### config.mk
export PLATFORM = sky130hd
export DESIGN_NAME = audio_decimator
export DESIGN_NICKNAME = d
export VERILOG_FILES = /design/src/rtl/audio_pkg.sv /design/src/rtl/audio_iir_lp.sv /design/src/rtl/audio_decimator.sv
export SDC_FILE = /design/constraint.sdc
export NUM_CORES = 1
export LEC_CHECK = 0
export BUFFER_PORTS_ARGS = -buffer_cell sky130_fd_sc_hd__buf_2
export CAP_MARGIN = 25
export CELL_PAD_IN_SITES_DETAIL_PLACEMENT = 1
export CELL_PAD_IN_SITES_GLOBAL_PLACEMENT = 1
export CORE_MARGIN = 10
export CORE_UTILIZATION = 42
export CTS_CLUSTER_DIAMETER = 30
export DETAILED_ROUTE_END_ITERATION = 10
export PLACE_DENSITY = 0.74
export SLEW_MARGIN = 20
export SYNTH_ARGS = -nofsm -noshare
export SYNTH_HDL_FRONTEND = slang
export SYNTH_SLANG_ARGS = --single-unit
### constraint.sdc
create_clock -name clk -period 4.55 [get_ports clk]
set_clock_uncertainty 0.1 [all_clocks]
set_input_delay 0.455 -clock clk [delete_from_list [all_inputs] [get_ports clk]]
set_output_delay 0.455 -clock clk [all_outputs]
set_load 0.01 [all_outputs]
### src/rtl/audio_pkg.sv
// Shared definitions for the audio decimator.
//   PCM_W    : width of the PCM samples on both sides of the decimator
//   PHASE_W  : width of the fractional phase accumulator
//   sat16()  : clamps a 17-bit signed value into the signed 16-bit PCM range
package audio_pkg;

  localparam int PCM_W   = 16;
  localparam int PHASE_W = 32;

  function automatic logic [PCM_W-1:0] sat16(input logic signed [PCM_W:0] v);
    if (v > 17'sd32767) begin
      return 16'h7FFF;
    end else if (v < -17'sd32768) begin
      return 16'h8000;
    end else begin
      return v[PCM_W-1:0];
    end
  endfunction

endpackage

### src/rtl/audio_iir_lp.sv
// First-order IIR low-pass, y += ((x << SHIFT) - y) >>> SHIFT, alpha = 2^-SHIFT.
// The state carries SHIFT fraction bits so small steps are not lost.
// Ports:
//   clk    in   core clock
//   reset  in   synchronous, active-high; clears the state
//   en     in   a new input sample is present this cycle
//   x      in   signed 16-bit PCM input
//   y      out  signed filter state, 16 integer bits + SHIFT fraction bits
module audio_iir_lp
  import audio_pkg::*;
#(
  parameter int SHIFT = 6
) (
  input  logic                  clk,
  input  logic                  reset,
  input  logic                  en,
  input  logic [PCM_W-1:0]      x,
  output logic [PCM_W-1+SHIFT:0] y
);

  logic signed [PCM_W-1+SHIFT:0] y_q, y_d;
  logic signed [PCM_W+SHIFT:0]   x_ext;
  logic signed [PCM_W+SHIFT:0]   diff;
  logic signed [PCM_W+SHIFT:0]   step;

  // One extra bit over the state width keeps the difference of two
  // full-scale values (e.g. +max input against -max state) from wrapping.
  assign x_ext = $signed({{(SHIFT+1){x[PCM_W-1]}}, x}) <<< SHIFT;
  assign diff  = x_ext - $signed({y_q[PCM_W-1+SHIFT], y_q});
  // Arithmetic shift floors, so a falling input always reaches the target
  // exactly while a rising one settles just below it.
  assign step  = diff >>> SHIFT;

  always_comb begin
    y_d = y_q + $signed(step[PCM_W-1+SHIFT:0]);
  end

  always_ff @(posedge clk) begin
    if (reset) begin
      y_q <= '0;
    end else if (en) begin
      y_q <= y_d;
    end
  end

  assign y = y_q;

endmodule

### src/rtl/audio_decimator.sv
// Audio decimator: converts core-rate PCM (any cycle flagged by in_valid)
// into a steady SAMPLERATE stream for the HDMI audio path. A fractional
// phase accumulator produces exactly SAMPLERATE ticks per CLK_HZ cycles; a
// per-channel first-order IIR low-pass limits aliasing; on each tick the
// filter state is truncated into the held output registers.
// Optional build macro AUDIO_DECIMATOR_DITHER_EN: adds rectangular dither
// from a 32-bit Galois LFSR before truncation, with saturation.
// Ports:
//   clk       in   core clock
//   reset     in   synchronous, active-high
//   in_valid  in   audio_l/audio_r carry a new sample this cycle
//   audio_en  in   0 forces muted (zero) output samples
//   audio_l   in   signed PCM, left
//   audio_r   in   signed PCM, right
//   out_stb   out  one-cycle pulse; out_l/out_r updated this cycle
//   out_l     out  signed PCM, left, held between strobes
//   out_r     out  signed PCM, right, held between strobes
module audio_decimator
  import audio_pkg::*;
#(
  parameter int CLK_HZ     = 28000000,
  parameter int SAMPLERATE = 44100,
  parameter int SHIFT      = 6
) (
  input  logic             clk,
  input  logic             reset,
  input  logic             in_valid,
  input  logic             audio_en,
  input  logic [PCM_W-1:0] audio_l,
  input  logic [PCM_W-1:0] audio_r,
  output logic             out_stb,
  output logic [PCM_W-1:0] out_l,
  output logic [PCM_W-1:0] out_r
);

  localparam logic [PHASE_W:0] SR_W  = (PHASE_W+1)'(SAMPLERATE);
  localparam logic [PHASE_W:0] CLK_W = (PHASE_W+1)'(CLK_HZ);

  logic [PHASE_W-1:0]     acc_q, acc_d;
  logic [PHASE_W:0]       acc_sum;
  logic                   tick_q, tick_d;
  logic                   out_stb_q;
  logic [PCM_W-1:0]       out_l_q, out_l_d;
  logic [PCM_W-1:0]       out_r_q, out_r_d;
  logic [PCM_W-1+SHIFT:0] y_l, y_r;
  logic [PCM_W-1:0]       smp_l, smp_r;

  audio_iir_lp #(.SHIFT(SHIFT)) u_iir_l (
    .clk   (clk),
    .reset (reset),
    .en    (in_valid),
    .x     (audio_l),
    .y     (y_l)
  );

  audio_iir_lp #(.SHIFT(SHIFT)) u_iir_r (
    .clk   (clk),
    .reset (reset),
    .en    (in_valid),
    .x     (audio_r),
    .y     (y_r)
  );

  // Phase accumulator: computed one bit wider so the compare never wraps.
  always_comb begin
    acc_sum = {1'b0, acc_q} + SR_W;
    tick_d  = 1'b0;
    acc_d   = acc_sum[PHASE_W-1:0];
    if (acc_sum >= CLK_W) begin
      tick_d = 1'b1;
      acc_d  = PHASE_W'(acc_sum - CLK_W);
    end
  end

`ifdef AUDIO_DECIMATOR_DITHER_EN
  logic [PHASE_W-1:0]           lfsr_q;
  logic signed [PCM_W+SHIFT:0]  dith_l, dith_r;
  logic                         unused_dith;

  // Adding 0..2^SHIFT-1 fraction LSBs before the floor gives rectangular
  // dither of one output LSB; the slice above SHIFT is the floored result.
  assign dith_l = $signed({y_l[PCM_W-1+SHIFT], y_l})
                + $signed({{(PCM_W+1){1'b0}}, lfsr_q[SHIFT-1:0]});
  assign dith_r = $signed({y_r[PCM_W-1+SHIFT], y_r})
                + $signed({{(PCM_W+1){1'b0}}, lfsr_q[SHIFT-1:0]});
  assign smp_l  = sat16(dith_l[PCM_W+SHIFT:SHIFT]);
  assign smp_r  = sat16(dith_r[PCM_W+SHIFT:SHIFT]);
  assign unused_dith = ^{dith_l[SHIFT-1:0], dith_r[SHIFT-1:0]};

  // Galois LFSR, polynomial x^32 + x^22 + x^2 + x + 1, stepped per output sample.
  always_ff @(posedge clk) begin
    if (reset) begin
      lfsr_q <= 32'h1;
    end else if (tick_q) begin
      lfsr_q <= {1'b0, lfsr_q[PHASE_W-1:1]} ^ (lfsr_q[0] ? 32'h8020_0003 : 32'h0);
    end
  end
`else
  logic unused_frac;

  assign smp_l = y_l[PCM_W-1+SHIFT:SHIFT];
  assign smp_r = y_r[PCM_W-1+SHIFT:SHIFT];
  assign unused_frac = ^{y_l[SHIFT-1:0], y_r[SHIFT-1:0]};
`endif

  // Muting zeroes only the latched sample; the filters keep tracking so
  // un-muting resumes from the settled value.
  always_comb begin
    out_l_d = out_l_q;
    out_r_d = out_r_q;
    if (tick_q) begin
      out_l_d = audio_en ? smp_l : '0;
      out_r_d = audio_en ? smp_r : '0;
    end
  end

  // The filter state used here is the one registered during the tick
  // cycle, so a coincident in_valid update is not yet visible.
  always_ff @(posedge clk) begin
    if (reset) begin
      acc_q     <= '0;
      tick_q    <= 1'b0;
      out_stb_q <= 1'b0;
      out_l_q   <= '0;
      out_r_q   <= '0;
    end else begin
      acc_q     <= acc_d;
      tick_q    <= tick_d;
      out_stb_q <= tick_q;
      out_l_q   <= out_l_d;
      out_r_q   <= out_r_d;
    end
  end

  assign out_stb = out_stb_q;
  assign out_l   = out_l_q;
  assign out_r   = out_r_q;

endmodule

==> impl_metrics.csv <==
group,metric,value,unit
floorplan,pin_count,69,
routing,wl_per_cell,17.7,µm
floorplan,die_area,27000,µm²
critical_path,critPathLaunch,"u_iir_r.y[6]",
logic_synthesis,netlist_area,8760,µm²
sta,finalCriticalPeriod,4.31,ns
floorplan,core,20400,µm²
critical_path,r2r_cells,20,
cts,cts.reportedPaths.clkPinSlew,0.08,ns
logic_synthesis,syn_area_per_cell,8.22,µm²
routing,vias,8151,
cells_and_area,nets,1288,
place,place_area,9730,µm²
logic_synthesis,synth_edf_count,0,
global_route,grt_pass1_vias,8336,
cts,cts-buffers-inserted,9,
global_route,track_usage,18.6,%
logic_synthesis,ys_top_cells_by_area,"dfxtp_1 (25%), ha_1 (12%), xnor2_1 (6.0%)",
logic_synthesis,yosys_warnings,0,
floorplan,start_util,43.0,%
power,powerDensity,741,nW/µm²
cts,cts_max_path_buffers,2,
cells_and_area,area_growth,17.2,%
global_route,overflow,0,
sta,hold_slack,0.378,ns
logic_synthesis,netlist_instances,1066,
place,place_congestion,0.875,
global_route,grt_max_degree,66,
routing,via_per_inst,5.66,
logic_synthesis,synth.distinct_cells,84,
run_status,outcome,"finished, final reports clean",
logic_synthesis,yosys.area.top_type,"dfxtp_1",
cts,cts_hold_buffers,0,
power,leakage,4.49,nW
logic_synthesis,async_reset_ff_share,0,%
routing,first_pass_iters,4,
cells_and_area,stdcell_area,10300,µm²
sta,hold_viol,0,
sta,finalSetupViolations,0,
job,cap_violations,0,
critical_path,timing.rr.start,"u_iir_r.y[6]",
critical_path,r2r_end,"u_iir_r.y[21]",
routing,drc_errors,0,
cts,clock_sinks,108,
cells_and_area,finalNonFillerCells,1441,
global_route,antenna_found_initial,0,
logic_synthesis,ys_seq_elements,108,
routing,ant_nets,0,
place,port_buffers,68,
critical_path,crit_chain,"inv_1, ha_1, nor3b_4, a21oi_2, nor2b_1, nor2_1, nor2b_1, o21a_1, nor2_1, xnor2_1, ha_1, nand4_1, nor3_1, nor2_1, a211oi_2, o2111ai_1, and4_1, or3_1, a21boi_2, mux2_1",
critical_path,critical_path_arrival,4.46,ns
floorplan,die_x,164,µm
floorplan,row_count,52,
min_path,hold_path_class,"flop to flop",
critical_path,critPathMaxStageDelay,0.37,ns
cts,insertion_delay,0.36,ns
power,peakVddDrop,0.000253,V
place,hpwl,19.2,mm
sta,worst_pin_slew,0.812,ns
critical_path,worst_ep_required_time,4.70,ns
critical_path,start_kind,"flop",
cts,ctsRootBufferMaster,"clkbuf_16",
critical_path,end_kind,"flop",
sta,drv_slew,0,
critical_path,cp_max_fo,4,
cts,htreeDepth,3,
global_route,grt_first_pass_wirelength,41.8,mm
logic_synthesis,synth_top_area_share,24.7,%
place,pre_cts_ws,-0.157,ns
critical_path,worstSetupPathType,"flop to flop",
sta,relSlewSlack,45.8,%
cells_and_area,final_layout_size_suffix_gt1_share,19.3,%
critical_path,r2r_slack,0.24,ns
critical_path,cp_slowest_cell,"dfxtp_2",
cells_and_area,final_util,50.4,%
logic_synthesis,syn-num-nets,1188,
critical_path,worstSetupEndpoint,"u_iir_r.y[21]",
sta,period_share,94.7,%
routing,routed_wl,25.6,mm
routing,drt_iter0_drc,398,
logic_synthesis,synth_ff_type,"dfxtp_1",
floorplan,die_y,164,µm
cells_and_area,n_antenna_cell,0,
logic_synthesis,yosysSeqAreaShare,24.7,%
sta,finalWorstSetupSlack,0.243,ns
cts,cts_tree,"built",
sta,max_freq,0.232,GHz
critical_path,critPathMostFrequentCell,"nor2_1",
place,dp.cells,1423,
-- cell type report --
cell class | instances | area [µm²]
fillers | 2503 | 10100
multi-input cells | 858 | 6400
flip-flops and latches | 108 | 2170
repair buffers | 134 | 853
well taps | 270 | 338
clock buffers | 10 | 239
inverters | 55 | 206
clock inverters | 6 | 63.8
-- cell usage after synthesis (all sizes together) (16+ instances only) --
| library cell | number |
|---|---|
| a21o | 25 |
| or2 | 20 |
| o21ai | 48 |
| ha | 84 |
| and3 | 16 |
| nand2 | 68 |
| inv | 54 |
| xnor2 | 61 |
| a21oi | 79 |
| nor2 | 93 |
| dfxtp | 108 |
| nand3 | 26 |
| nand4 | 16 |
| mux2i | 47 |
| xor2 | 22 |
| clkbuf | 31 |
| a22o | 33 |
| nor3 | 21 |
-- state kept, by name, summed over array words and instances (netlist names) --
name	flops
tick_q	1
u_iir_l.y	22
u_iir_r.y	22
out_stb	1
out_r	16
acc_q	30
out_l	16
-- routing by layer --
metal | GRT usage [%] | share of wire (%) | up-vias
met3 | 2.71 | 2.3 | 25
met2 | 31.9 | 49 | 81
met1 | 24.0 | 48 | 3954
met5 | 0 | 0 | -
met4 | 4.75 | 1.3 | 0
li1 | - | - | 4091
-- worst min path at each step --
| stage | to | depth (start not counted) | slack [ns] | startpoint |
|---|---|---|---|---|
| after CTS | out_l[7] | 1 | 0.38 | out_l[7] |
| after floorplan | out_stb | 1 | 0.35 | tick_q |
| after global routing | out_l[3] | 1 | 0.40 | out_l[3] |
| final | out_r[3] | 1 | 0.38 | out_r[3] |
| after detailed placement | out_r[3] | 1 | 0.36 | out_r[3] |
| after global placement | out_r[7] | 1 | 0.36 | out_r[7] |
-- worst max-delay path: cells and delay by family, from the launching register on --
kind / cells / cell delay, ns
DFF: 1 / 0.37
AOI/OAI and AO/OA: 5 / 0.92
muxes: 1 / 0.33
buffers and inverters: 1 / 0.05
xor gates and xnor gates: 1 / 0.12
and+or+nand+nor: 10 / 1.70
adders and majority gates: 2 / 0.61
-- kinds of logic (layout without fill, tap and decap cells) --
| kind of cell | after synthesis | after routing | synth area share, % |
|---|---|---|---|
| adder cells (fa/ha/maj) | 86 | 86 | 12.5 |
| AO/OA/AOI/OAI | 292 | 292 | 23.3 |
| multiplexers | 51 | 51 | 5.93 |
| XOR/XNOR | 83 | 83 | 8.51 |
| buffers and inverters | 100 | 205 | 4.57 |
| AND/OR/NAND/NOR | 346 | 346 | 20.5 |
| flip-flops | 108 | 108 | 24.7 |
-- power by group --
| part | leakage (nW) | internal (W) | switching (W) | total [W] |
|---|---|---|---|---|
| Clock | 0.144 | 0.000442 | 0.000391 | 0.000833 |
| Combinational | 3.46 | 0.00244 | 0.00277 | 0.00522 |
| Sequential | 0.888 | 0.00121 | 0.000343 | 0.00156 |
| Total | 4.49 | 0.00410 | 0.00351 | 0.00761 |
-- cells in the final DEF (no fill, tap or decap), drive strengths merged, types with 5 or more instances in the layout --
cell / netlist / routed
a21o: 25 / 25
nor2b: 11 / 11
o21bai: 10 / 10
and2: 12 / 12
o21ai: 48 / 48
and3: 16 / 16
o31ai: 8 / 8
o21a: 13 / 13
or2: 20 / 20
nor3b: 8 / 8
a22o: 33 / 33
a311oi: 5 / 5
dfxtp: 108 / 108
a211oi: 10 / 10
mux2i: 47 / 47
clkbuf: 31 / 11
xnor2: 61 / 61
inv: 54 / 54
and4: 7 / 7
o211ai: 6 / 6
nand2: 68 / 68
nor3: 21 / 21
nor4: 7 / 7
buf: 14 / 133
nand2b: 14 / 14
xor2: 22 / 22
a21oi: 79 / 79
ha: 84 / 84
a31oi: 10 / 10
or3: 14 / 14
nand3: 26 / 26
nor2: 93 / 93
nand4: 16 / 16
a2111oi: 5 / 5
-- per-stage QoR --
| step | total power (W) | setup TNS, ns |
|---|---|---|
| after floorplan | 0.00507 | 0 |
| after global placement | 0.00643 | -0.144 |
| after detailed placement | 0.00656 | -0.200 |
| after CTS | 0.00747 | 0 |
| after global routing | 0.00833 | -0.0681 |
| final | 0.00761 | 0 |
-- repair_timing --
action,CTS,global route
setup endpoints to repair,1,11
setup buffers,0,1
gates resized for setup,2,36
pin swaps,0,7
(Power assumes the default switching activity.)
